==> config.mk <==
export PLATFORM = sky130hd
export DESIGN_NAME = quad_step_decoder
export DESIGN_NICKNAME = d
export VERILOG_FILES = /design/src/rtl/quad_step_decoder.sv
export SDC_FILE = /design/constraint.sdc
export NUM_CORES = 1
export LEC_CHECK = 0
export CAP_MARGIN = 5
export CORE_MARGIN = 1.5
export CORE_UTILIZATION = 45
export CTS_CLUSTER_DIAMETER = 120
export DETAILED_ROUTE_END_ITERATION = 12
export PLACE_DENSITY = 0.71
export SETUP_SLACK_MARGIN = 0.02
export SYNTH_ARGS = -nofsm -noshare
export SYNTH_HDL_FRONTEND = slang
export SYNTH_SLANG_ARGS = --single-unit
export TNS_END_PERCENT = 1
==> constraint.sdc <==
create_clock -name clk -period 6.05 [get_ports clk]
set_input_delay 0.605 -clock clk [delete_from_list [all_inputs] [get_ports clk]]
set_output_delay 0.605 -clock clk [all_outputs]
set_load 0.005 [all_outputs]
==> src/rtl/quad_step_decoder.sv <==
// Quadrature A/B decoder: synchronizes the phase pins and emits step/dir pulses and a wrapping N-bit position.
// Optional index input z and load-to-INDEX_VAL logic are compiled in when QDEC_INDEX_EN is defined.
module quad_step_decoder #(
  parameter int N           = 4,
  parameter int SYNC_STAGES = 2,
  parameter int INDEX_VAL   = 0
) (
  input  logic         clk,
  input  logic         rst_n,
  input  logic         a,
  input  logic         b,
`ifdef QDEC_INDEX_EN
  input  logic         z,
`endif
  input  logic         en,
  input  logic         clr,
  output logic [N-1:0] q,
  output logic         step,
  output logic         dir,
  output logic         err,
  output logic         err_flag,
  output logic         ready
);

  typedef enum logic {INIT, RUN} state_t;

  localparam int CW = $clog2(SYNC_STAGES + 1);

  state_t          state_reg, state_next;
  logic [CW-1:0]   init_cnt_reg;
  logic            init_done;

  logic [SYNC_STAGES-1:0] sync_a_reg, sync_b_reg;
  logic [1:0]      s, s_ahead, prev_reg;
  logic [1:0]      pos_s, pos_prev, delta;

  logic [N-1:0]    q_reg, q_next;
  logic            step_reg, step_next;
  logic            dir_reg, dir_next;
  logic            err_reg, err_next;
  logic            err_flag_reg, err_flag_next;
  logic            index_hit;

  // Gray code {a,b} to position: 00->0, 01->1, 11->2, 10->3
  function automatic logic [1:0] gray_pos(input logic [1:0] g);
    return {g[1], g[1] ^ g[0]};
  endfunction

  always_ff @(posedge clk or negedge rst_n) begin
    if (!rst_n) begin
      sync_a_reg <= '0;
      sync_b_reg <= '0;
    end else begin
      sync_a_reg <= {sync_a_reg[SYNC_STAGES-2:0], a};
      sync_b_reg <= {sync_b_reg[SYNC_STAGES-2:0], b};
    end
  end

  assign s       = {sync_a_reg[SYNC_STAGES-1], sync_b_reg[SYNC_STAGES-1]};
  assign s_ahead = {sync_a_reg[SYNC_STAGES-2], sync_b_reg[SYNC_STAGES-2]};

`ifdef QDEC_INDEX_EN
  localparam logic [N-1:0] INDEX_Q = INDEX_VAL[N-1:0];

  logic [SYNC_STAGES-1:0] sync_z_reg;
  logic                   z_prev_reg;

  always_ff @(posedge clk or negedge rst_n) begin
    if (!rst_n) begin
      sync_z_reg <= '0;
      z_prev_reg <= 1'b0;
    end else begin
      sync_z_reg <= {sync_z_reg[SYNC_STAGES-2:0], z};
      z_prev_reg <= sync_z_reg[SYNC_STAGES-1];
    end
  end

  assign index_hit = sync_z_reg[SYNC_STAGES-1] & ~z_prev_reg;
`else
  assign index_hit = 1'b0;
`endif

  assign init_done = (state_reg == INIT) && (init_cnt_reg == CW'(SYNC_STAGES - 1));

  // State register plus priming counter and previous-phase tracking
  always_ff @(posedge clk or negedge rst_n) begin
    if (!rst_n) begin
      state_reg    <= INIT;
      init_cnt_reg <= '0;
      prev_reg     <= 2'b00;
    end else begin
      state_reg <= state_next;
      if (state_reg == INIT)
        init_cnt_reg <= init_cnt_reg + 1'b1;
      // On the priming edge, capture the value s is about to take so the
      // power-up pin level is treated as the starting phase, not a transition.
      prev_reg <= init_done ? s_ahead : s;
    end
  end

  always_comb begin
    state_next = state_reg;
    if (init_done)
      state_next = RUN;
  end

  assign pos_s    = gray_pos(s);
  assign pos_prev = gray_pos(prev_reg);
  assign delta    = pos_s - pos_prev;

  always_comb begin
    q_next        = q_reg;
    step_next     = 1'b0;
    dir_next      = dir_reg;
    err_next      = 1'b0;
    err_flag_next = err_flag_reg;
    if (state_reg == RUN) begin
      case (delta)
        2'd1: if (en) begin
          step_next = 1'b1;
          dir_next  = 1'b0;
          q_next    = q_reg + 1'b1;
        end
        2'd3: if (en) begin
          step_next = 1'b1;
          dir_next  = 1'b1;
          q_next    = q_reg - 1'b1;
        end
        2'd2: begin
          err_next      = 1'b1;
          err_flag_next = 1'b1;
        end
        default: ;
      endcase
`ifdef QDEC_INDEX_EN
      if (index_hit)
        q_next = INDEX_Q;
`endif
    end
    if (clr) begin
      q_next        = '0;
      err_flag_next = 1'b0;
    end
  end

  always_ff @(posedge clk or negedge rst_n) begin
    if (!rst_n) begin
      q_reg        <= '0;
      step_reg     <= 1'b0;
      dir_reg      <= 1'b0;
      err_reg      <= 1'b0;
      err_flag_reg <= 1'b0;
    end else begin
      q_reg        <= q_next;
      step_reg     <= step_next;
      dir_reg      <= dir_next;
      err_reg      <= err_next;
      err_flag_reg <= err_flag_next;
    end
  end

  assign q        = q_reg;
  assign step     = step_reg;
  assign dir      = dir_reg;
  assign err      = err_reg;
  assign err_flag = err_flag_reg;
  assign ready    = (state_reg == RUN);

  logic unused_index;
  assign unused_index = index_hit;

endmodule

After elaboration in Yosys (flattened, before gate mapping) --
Index checks and enable logic that the tools add are counted.
Storage, ports and cells: register bits after elaboration 17, input port bits 6, output and inout bits 9, logic and storage cells 51
Cells by class: add/sub/neg operators 4, equality and inequality tests 8, muxes and demuxes 17, bitwise logic cells 3, reduce and logical (&&, ||, !) cells 9
Operators by type and width (count):
- $mux 4 | 4
- $mux 1 | 10
- $pmux 4 s2 | 1
- $reduce_and 4->1 | 2
- $ne 3x3->1 const B | 2
- $reduce_bool 2->1 | 3
- $add 4x1->4 const B | 1
- $eq 2x1->1 const B | 2
- $eq 2x2->1 const B | 2
- $ne 2x2->1 const B | 2
- $sub 4x1->4 const B | 1
- $reduce_bool 3->1 | 1
- $add 2x1->2 const B | 1
- $mux 2 | 1
- $pmux 1 s2 | 1
- $reduce_and 2->1 | 1
- $reduce_or 2->1 | 1
- $sub 2x2->2 | 1
- $xor 1x1->1 | 2
- $logic_and 1x1->1 | 1
- $not 1->1 | 1

Depth between registers and ports, before layout --
Gate-level depths: netlist of run 1.
depth after elaboration 6, gate-level depth with buffers 9, gate-level depth less buffers 9

Worst setup path after synthesis of run 1 --
Ideal clock, no wire load.
kind reg2reg, start point register prev_reg[1], end point register q_reg[3], in the netlist q[3], library setup time 128 ps, arrival 2054 ps, required time 5922 ps, path slack 3869 ps, cell stages (with the launch flop) 10, buffers on the path 0, period minus slack after synthesis 2181 ps, path through dfrtp_1 xor2_1 ha_1 xnor3_2 nor2_4 ha_1 a31oi_1 nor2_1 mux2i_1 mux2_1
On the way: cells in the longest elaborated chain, start to end 6, elaborated cells on any way between the ends 11, classes of those cells add/sub (1); eq/ne (4); mux (3); bitwise (1); reduce/logical (2)
Ends and longest elaborated chain:
- start: declaration | line 34 | logic [1:0] s, s_ahead, prev_reg;
- start signal: assignment | line 97 | prev_reg <= init_done ? s_ahead : s;
- $xor 1x1->1 | line 46 | return {g[1], g[1] ^ g[0]};
- $sub 2x2->2 * | line 109 | assign delta = pos_s - pos_prev;
- $eq 2x2->1 or $eq 2x1->1 (tied branches) | line 118 | case (delta)
- $pmux 4 s2 | line 118
- $mux 4 | line 117 | if (state_reg == RUN) begin
- $mux 4 | line 140 | if (clr) begin
- end signal: assignment | line 154 | q_reg <= q_next;
- end: declaration | line 37 | logic [N-1:0] q_reg, q_next;
Mark *: on every way between the ends. The rest lies on a longest branch, timed or not. The select of a mux whose other input is x is not followed. A chain may end at the register's enable or synchronous reset.

Worst setup path after layout of run 1 --
start point register sync_a_reg[1], end point register q_reg[3], in the netlist q[3]
On the way: cells in the longest elaborated chain, start to end 6, elaborated cells on any way between the ends 11, classes of those cells add/sub (1); eq/ne (4); mux (3); bitwise (1); reduce/logical (2)
Ends and longest elaborated chain:
- start: declaration | line 33 | logic [SYNC_STAGES-1:0] sync_a_reg, sync_b_reg;
- start signal: assignment | line 54 | sync_a_reg <= {sync_a_reg[SYNC_STAGES-2:0], a};
- $xor 1x1->1 | line 46
- $sub 2x2->2 * | line 109
- $eq 2x2->1 or $eq 2x1->1 (tied branches) | line 118
- $pmux 4 s2 | line 118
- $mux 4 | line 117
- $mux 4 | line 140
Marks and branches as above.

==> metrics, run 1 <==
DR pass1 iterations=10; port bufs=14; Slew Viols, Final=0; fin crit share=0.391; clk_lat worst skew=0.29 ns; Synth Area in Adders=0.0650; number of core rows=14; Cell Area, Synth=769 um^2; Final Instance Count excl. Fillers=96; WP buf/inv=0; maximum vdd drop=0.145 mV; largest net degree at the start of global routing=18; WL met2=505 um; drt wl/cell=12.0 um; Yosys reg bits=17; core region area=0.00156 mm^2; crit-path cells=xnor2_1, ha_1, xnor3_2, nor2_4, ha_1, a31oi_1, nor2_1, mux2i_1, mux2_1; GRT Total Usage=0.153; commonest cells after routing, fill and taps aside=dfrtp_1, clkdlybuf4s50_1, nor2_1; CP top delay family=multiplexers; clock tree buffer depth=2; global-route wire length before repair=2090 um; reg2reg end=q[3]; share of cells above drive strength 1=0.125; Ant. Diodes=0; I/O pins=15; Worst setup SP type=flop; min Tclk post-route=2.36 ns; Synthesized Nets=74; fillers=120; CTS Buf Count=3; setup repair bufs after CTS=0; Final Net Count=91; post-synthesis average cell area=12.0 um^2; Setup WS pre-CTS=3.67 ns; clk root buf=clkbuf_4; Initial Util=0.494; post-synthesis mux area share=0.0569; commonest non-fill, non-tap cell in the layout=dfrtp_1; Die Height=44.4 um; outcome=complete, but fails checks; r2r setup slk=3.69 ns; CTS Sinks=17; Final Power=0.000257 W; H-tree levels=1; Placed Cells=92; Compound-Gate Fraction of Synth Area=0.0683; Fmax=423 MHz; Post-Route Skew=0.00385 ns; drt drc=2; uppermost layer routed=met3; DR WL met3=75 um; antenna viol nets, final=0; hold path endpoint=sync_a_reg[1]; worst r2r src=sync_a_reg[1]; initial antenna violation count=0; Slew headroom=0.518; Routed met1 length=571 um; sequential area share after synthesis=0.553; final number of hold-violating endpoints=0; RSZ-0062 raised after global routing=no; drt initial violations=5; Die X=44.4 um; Final GP Congestion=0.743; Critical Path AT=2.55 ns; CP endpoint kind=flop; total routed wirelength=1150 um; Power Dens Cells=271 mW/mm^2; post-route setup TNS=0 ns; CP max stage cell=dfrtp_1; worst hold path type=reg2reg; Leak=0.444 nW; HPWL after detailed placement=879 um; CTS clk-pin slew, worst paths=0.09 ns; Yosys warnings=0; PostCTS Resize Cnt=0; clock tree from TritonCTS=yes; vias in the first global route=480; Distinct cells, synth=26; final setup vio count=0; Post-Synth XOR/XNOR Area=0.0878; Area Growth Syn to Fin=23.4%; gate count after technology mapping=64; R2R depth=9; Worst path max stage delay=0.41 ns; Largest register FFs=4; crit-path most repeated cell=ha_1; final core occ=0.609; CTS Hold Bufs=0; Via density=5.11; Critical Path RT=6.23 ns; hold_sp=sync_a_reg[0]; crit-path max FO=5; final worst setup slack=3.69 ns; Synth Area in Simple Gates=0.145; max cap viols=0; DR vias=491; worst setup path category=reg2reg; grt ovf=0; largest family of logic cells by synthesized area=simple AND/OR/NAND/NOR gates; hold depth=0; die area=0.00197 mm^2; Worst-Margin Slew=0.721 ns; failing checks=DRC
-- worst register-to-register path: stages, from the launching register on --
cell and delay, ns:
dfrtp_1 0.41, xnor2_1 0.17, ha_1 0.18, xnor3_2 0.29, nor2_4 0.16, ha_1 0.31, a31oi_1 0.18, nor2_1 0.05
mux2i_1 0.17, mux2_1 0.34
-- metal layers --
metal	up-vias	GRT usage
li1	250	-
met1	229	0.195
met2	12	0.224
met3	0	0.0776
met4	0	0.0545
met5	-	0
-- power breakdown --
part           leakage, nW  internal (W)  switching [W]
combinational        0.219     0.0000364      0.0000288
sequential           0.207      0.000125     0.00000849
clock               0.0177     0.0000246      0.0000339
total                0.444      0.000186      0.0000712
-- logic make-up (layout without fill, tap and decap cells) --
kind of cell	Yosys count	after routing
simple gates	20	20
flops	17	17
compound gates	8	8
xor+xnor	6	6
buf+inv	5	21
fa+ha+maj	4	4
mux	4	4
-- area by class of cell --
| cell class | count | area [um^2] | area share |
|---|---|---|---|
| flip-flops and latches | 17 | 425 | 0.448 |
| multi-input cells | 42 | 325 | 0.343 |
| repair buffers | 14 | 140 | 0.148 |
| clock buffers | 3 | 22.5 | 0.0237 |
| well taps | 16 | 20.0 | 0.0211 |
| inverters | 3 | 11.3 | 0.0119 |
| clock inverters | 1 | 5.00 | 0.00527 |
-- synthesized netlist by cell type --
cell / n / share of area
mux2_1: 1 / 0.015
inv_1: 3 / 0.015
ha_1: 4 / 0.065
dfrtp_1: 17 / 0.55
o41ai_1: 1 / 0.011
mux2_2: 2 / 0.029
nor3_2: 1 / 0.013
buf_1: 1 / 0.0049
nor2_1: 6 / 0.029
nand3b_1: 2 / 0.020
or4b_1: 1 / 0.013
nor2_4: 1 / 0.015
xnor2_1: 2 / 0.023
nand2_1: 5 / 0.024
nor3_1: 1 / 0.0065
or2_2: 1 / 0.0081
xnor3_2: 1 / 0.031
o21a_1: 1 / 0.0098
a21oi_1: 2 / 0.013
a31oi_1: 1 / 0.0081
clkbuf_1: 1 / 0.0049
xor2_1: 3 / 0.034
nor2b_1: 2 / 0.016
mux2i_1: 1 / 0.013
a311o_1: 1 / 0.013
o21ai_0: 2 / 0.013
-- per-stage QoR --
step	hold slack [ns]	instance area (um^2)
floorplan	0.309	769
global placement	0.355	922
detailed placement	0.358	922
CTS	0.389	950
global route	0.412	950
finish	0.389	950
-- how the worst max path moves through the flow --
stage / startpoint / end / cells after the start
global route: sync_a_reg[1] / q[3] / 9
detailed placement: sync_b_reg[1] / q[3] / 9
global placement: en / q[2] / 5
floorplan: prev_reg[1] / q[3] / 9
CTS: sync_a_reg[1] / q[3] / 9
finish: sync_a_reg[1] / q[3] / 9
Power figures use the tool's default switching activity.
==> run 2: changes to the inputs <==
==> constraint.sdc (replaced) <==
create_clock -name clk -period 2.2 [get_ports clk]
set_input_delay 0.22 -clock clk [delete_from_list [all_inputs] [get_ports clk]]
set_output_delay 0.22 -clock clk [all_outputs]
set_load 0.005 [all_outputs]
==> metrics, run 2 (synthesis gave the netlist of run 1 again) <==
CP max stage cell=dfrtp_1; Leak=0.470 nW; total routed wirelength=1290 um; crit-path max FO=3; clk_lat worst skew=0.27 ns; Area Growth Syn to Fin=32.7%; drt wl/cell=12.7 um; port bufs=14; global-route wire length before repair=2450 um; Fmax=444 MHz; die area=0.00197 mm^2; grt ovf=0; Critical Path RT=2.36 ns; fillers=122; Worst-Margin Slew=0.753 ns; GRT Total Usage=0.172; Initial Util=0.494; I/O pins=15; drt initial violations=10; vias in the first global route=536; Worst setup startpoint=sync_b_reg[1]; crit-path cells=xnor2_1, ha_1, xnor3_2, nor2_4, ha_4, a31oi_4, nor2_1, mux2i_1, mux2_1; DR pass1 iterations=2; Via density=5.26; Largest register FFs=4; clock tree buffer depth=2; Routed met1 length=615 um; HPWL after detailed placement=983 um; number of core rows=14; CP top delay family=multiplexers; share of cells above drive strength 1=0.198; failing checks=setup timing; final core occ=0.655; WL met2=630 um; Worst setup SP type=flop; CTS Buf Count=3; Ant. Diodes=0; worst r2r src=sync_b_reg[1]; drt drc=0; Worst path max stage delay=0.41 ns; CTS clk-pin slew, worst paths=0.10 ns; Critical Path AT=2.41 ns; Die Height=44.4 um; worst hold path type=in2reg; Post-Route Skew=0.00492 ns; clock tree from TritonCTS=yes; H-tree levels=1; DR WL met3=34 um; CTS Hold Bufs=0; RSZ-0062 raised after global routing=yes; final number of hold-violating endpoints=0; fin crit share=1.02; clk root buf=clkbuf_4; final setup vio count=2; Setup WS pre-CTS=-0.0628 ns; Final Instance Count excl. Fillers=102; r2r setup slk=-0.05 ns; largest net degree at the start of global routing=18; antenna viol nets, final=0; Final Net Count=97; worst setup path category=reg2reg; outcome=complete, but fails checks; Final Power=0.000747 W; core region area=0.00156 mm^2; initial antenna violation count=0; max cap viols=0; Final GP Congestion=0.727; Worst Hold Slack=0.370 ns; min Tclk post-route=2.25 ns; Placed Cells=98; commonest non-fill, non-tap cell in the layout=dfrtp_1; Die X=44.4 um; WP buf/inv=0; Slew Viols, Final=0; final worst setup slack=-0.0516 ns; DR vias=537; Slew headroom=0.496; CTS Sinks=17; commonest cells after routing, fill and taps aside=dfrtp_1, clkdlybuf4s50_1, nor2_1, buf_4, nand2_1; CP endpoint kind=flop; Power Dens Cells=732 mW/mm^2; setup repair bufs after CTS=0; hold_sp=b; maximum vdd drop=0.520 mV; uppermost layer routed=met4
==> run 2: changes by cell type in the layout (fill, tap and decap cells not counted), sizes merged <==
cell,delta
buf,+6
clkinv,-1
clkbuf,+1
==> run 2: power by group <==
part | internal, W | leakage, nW | switching [W]
logic | 0.000129 | 0.248 | 0.0000897
registers | 0.000343 | 0.207 | 0.0000275
clock network | 0.0000701 | 0.0150 | 0.0000879
total | 0.000542 | 0.470 | 0.000205
==> run 2: metrics by stage <==
stage	area [um^2]	setup TNS [ns]
2_1_floorplan	782	0
3_3_place_gp	980	0
3_5_place_dp	980	-0.0906
4_1_cts	1010	-0.0933
5_1_grt	1020	-0.341
6_report	1020	-0.101
==> run 2: worst reg2reg max path: cells and delay by family, from the launching register on <==
family / cells / cell delay, ns
AO/OA/AOI/OAI: 1 / 0.15
XOR/XNOR: 2 / 0.45
adder cells (fa/ha/maj): 2 / 0.40
flip-flops: 1 / 0.41
multiplexers: 2 / 0.49
AND/OR/NAND/NOR: 2 / 0.24
==> run 2: final cells by class <==
class	instances	area, um^2	area share
repair buffers	20	185	0.181
multi-input cells	42	353	0.346
clock buffers	4	26.3	0.0257
inverters	3	11.3	0.0110
flip-flops and latches	17	425	0.417
well taps	16	20.0	0.0196
==> run 2: path summary, 6_finish.rpt <==
path	end	cells after the start
setup / recovery	q[3]	9
hold / removal	sync_b_reg[0]	1
setup reg to reg	q[3]	9
hold reg to reg	sync_a_reg[1]	0
max in group asynchronous	err	1
min in group asynchronous	sync_b_reg[0]	1
==> run 2: timing repair <==
action | CTS | global route
resized for setup | 0 | 1
pin swaps | 2 | 2
setup endpoints to repair | 2 | 2
==> run 2: metal layers <==
metal | up-vias | track usage
met4 | 0 | 0.0364
met3 | 2 | 0.0367
met2 | 7 | 0.265
li1 | 260 | -
met1 | 268 | 0.255
met5 | - | 0
==> run 3: changes to the inputs <==
--- a/config.mk
+++ b/config.mk
@@ -7,10 +7,9 @@
 export LEC_CHECK = 0
 export CAP_MARGIN = 5
 export CORE_MARGIN = 1.5
-export CORE_UTILIZATION = 45
+export CORE_UTILIZATION = 40
 export CTS_CLUSTER_DIAMETER = 120
 export DETAILED_ROUTE_END_ITERATION = 12
-export PLACE_DENSITY = 0.71
 export SETUP_SLACK_MARGIN = 0.02
 export SYNTH_ARGS = -nofsm -noshare
 export SYNTH_HDL_FRONTEND = slang
==> metrics, run 3 (synthesis gave the netlist of run 1 again) <==
drt drc=0; final number of hold-violating endpoints=0; core region area=0.00176 mm^2; global-route wire length before repair=2010 um; grt ovf=0; Slew Viols, Final=0; clock tree buffer depth=2; WP depth=9; HPWL after detailed placement=938 um; Power Dens Cells=731 mW/mm^2; Area Growth Syn to Fin=33.7%; PostCTS Resize Cnt=0; Die Height=46.9 um; RSZ-0062 raised after global routing=yes; commonest cells after routing, fill and taps aside=dfrtp_1, clkdlybuf4s50_1, buf_4; Worst setup SP type=flop; GRT Total Usage=0.140; max cap viols=0; antenna viol nets, final=0; min Tclk post-route=2.20 ns; Fmax=454 MHz; WP buf/inv=0; final worst setup slack=-0.000348 ns; Post-Route Skew=0.0111 ns; clk root buf=clkbuf_4; worst r2r src=sync_a_reg[1]; port bufs=14; share of cells above drive strength 1=0.207; Final Net Count=98; commonest non-fill, non-tap cell in the layout=dfrtp_1; Initial Util=0.436; I/O pins=15; worst setup path category=reg2reg; maximum vdd drop=0.437 mV; die area=0.00220 mm^2; failing checks=setup timing; initial antenna violation count=0; setup repair bufs after CTS=0; Via density=4.53; outcome=complete, but fails checks; Final GP Congestion=0.757; CTS Buf Count=3; clock tree from TritonCTS=yes; Worst path max stage delay=0.46 ns; drt wl/cell=11.3 um; CP top delay family=simple AND/OR/NAND/NOR gates; crit-path max FO=3; CTS Sinks=17; total routed wirelength=1270 um; Final Instance Count excl. Fillers=112; final setup vio count=1; number of core rows=15; vias in the first global route=436; DR vias=507; crit-path cells=xnor2_1, ha_1, xnor3_2, nor2_4, xor2_1, ha_1, or4b_1, a21oi_1, a311o_1; CP max stage cell=or4b_1; worst hold path type=in2async; CTS Hold Bufs=0; DR pass1 iterations=3; Worst-Margin Slew=0.744 ns; R2R depth=9; final core occ=0.583; crit-path most repeated cell=ha_1; Critical Path AT=2.44 ns; fin crit share=1.00; Ant. Diodes=0; CP endpoint kind=flop; Placed Cells=108; clk_lat worst skew=0.30 ns; largest net degree at the start of global routing=18; Largest register FFs=4; drt initial violations=2; Critical Path RT=2.44 ns; H-tree levels=1; Leak=0.471 nW; r2r setup slk=-0.0003 ns; Worst setup startpoint=sync_a_reg[1]; Die X=46.9 um; reg2reg end=q[2]; CTS clk-pin slew, worst paths=0.11 ns; Slew headroom=0.503
## run 3: stage by stage
step	hold WS [ns]	TNS, ns	total power (W)	area (um^2)	setup WS [ns]
2_1_floorplan	-0.0756	0	0.000476	782	0.0396
3_3_place_gp	0.358	-0.00887	0.000587	998	-0.00887
3_5_place_dp	0.366	-0.0368	0.000587	998	-0.0232
4_1_cts	0.337	-0.0293	0.000763	1030	-0.0154
5_1_grt	0.330	-0.292	0.000804	1030	-0.154
6_report	0.345	-0.000348	0.000752	1030	-0.000348
## run 3: worst register-to-register path: stages (launching register included)
cell and delay [ns]:
dfrtp_1 0.41, xnor2_1 0.17, ha_1 0.17, xnor3_2 0.28, nor2_4 0.14, xor2_1 0.08
ha_1 0.20, or4b_1 0.46, a21oi_1 0.12, a311o_1 0.12
## run 3: routing by layer
layer,part of all wire,wire (um),track usage,up-vias
met5,0,0,0,-
met2,0.42,535,0.197,12
met1,0.50,636,0.180,228
li1,-,-,-,265
met3,0.064,81,0.0808,2
met4,0.010,13,0.0500,0
## run 3: worst max path at each step
| stage | end | slack (ns) |
|---|---|---|
| CTS | q[3] | -0.02 |
| floorplan | q[2] | 0.04 |
| detailed placement | q[3] | -0.02 |
| global placement | q[2] | -0.009 |
| global route | q[3] | -0.15 |
| finish | q[2] | -0.0003 |
## run 3: timing repair
action	4_1_cts	5_1_grt
setup endpoints to repair	2	2
pin swaps	2	0
hold endpoints to repair	0	0
## run 3: power by group
| group | total (W) | switching [W] | leakage, nW | internal (W) |
|---|---|---|---|---|
| combinational | 0.000213 | 0.0000847 | 0.250 | 0.000128 |
| sequential | 0.000368 | 0.0000245 | 0.207 | 0.000343 |
| clock | 0.000171 | 0.000102 | 0.0139 | 0.0000692 |
| total | 0.000752 | 0.000211 | 0.471 | 0.000540 |
## run 3: layout make-up
cell class	count	area, um^2
clock inverter	1	7.51
fill	165	736
tap	25	31.3
multi-input combinational	42	338
inverter	3	11.3
timing repair buffer	21	193
clock buffer	3	22.5
sequential	17	425
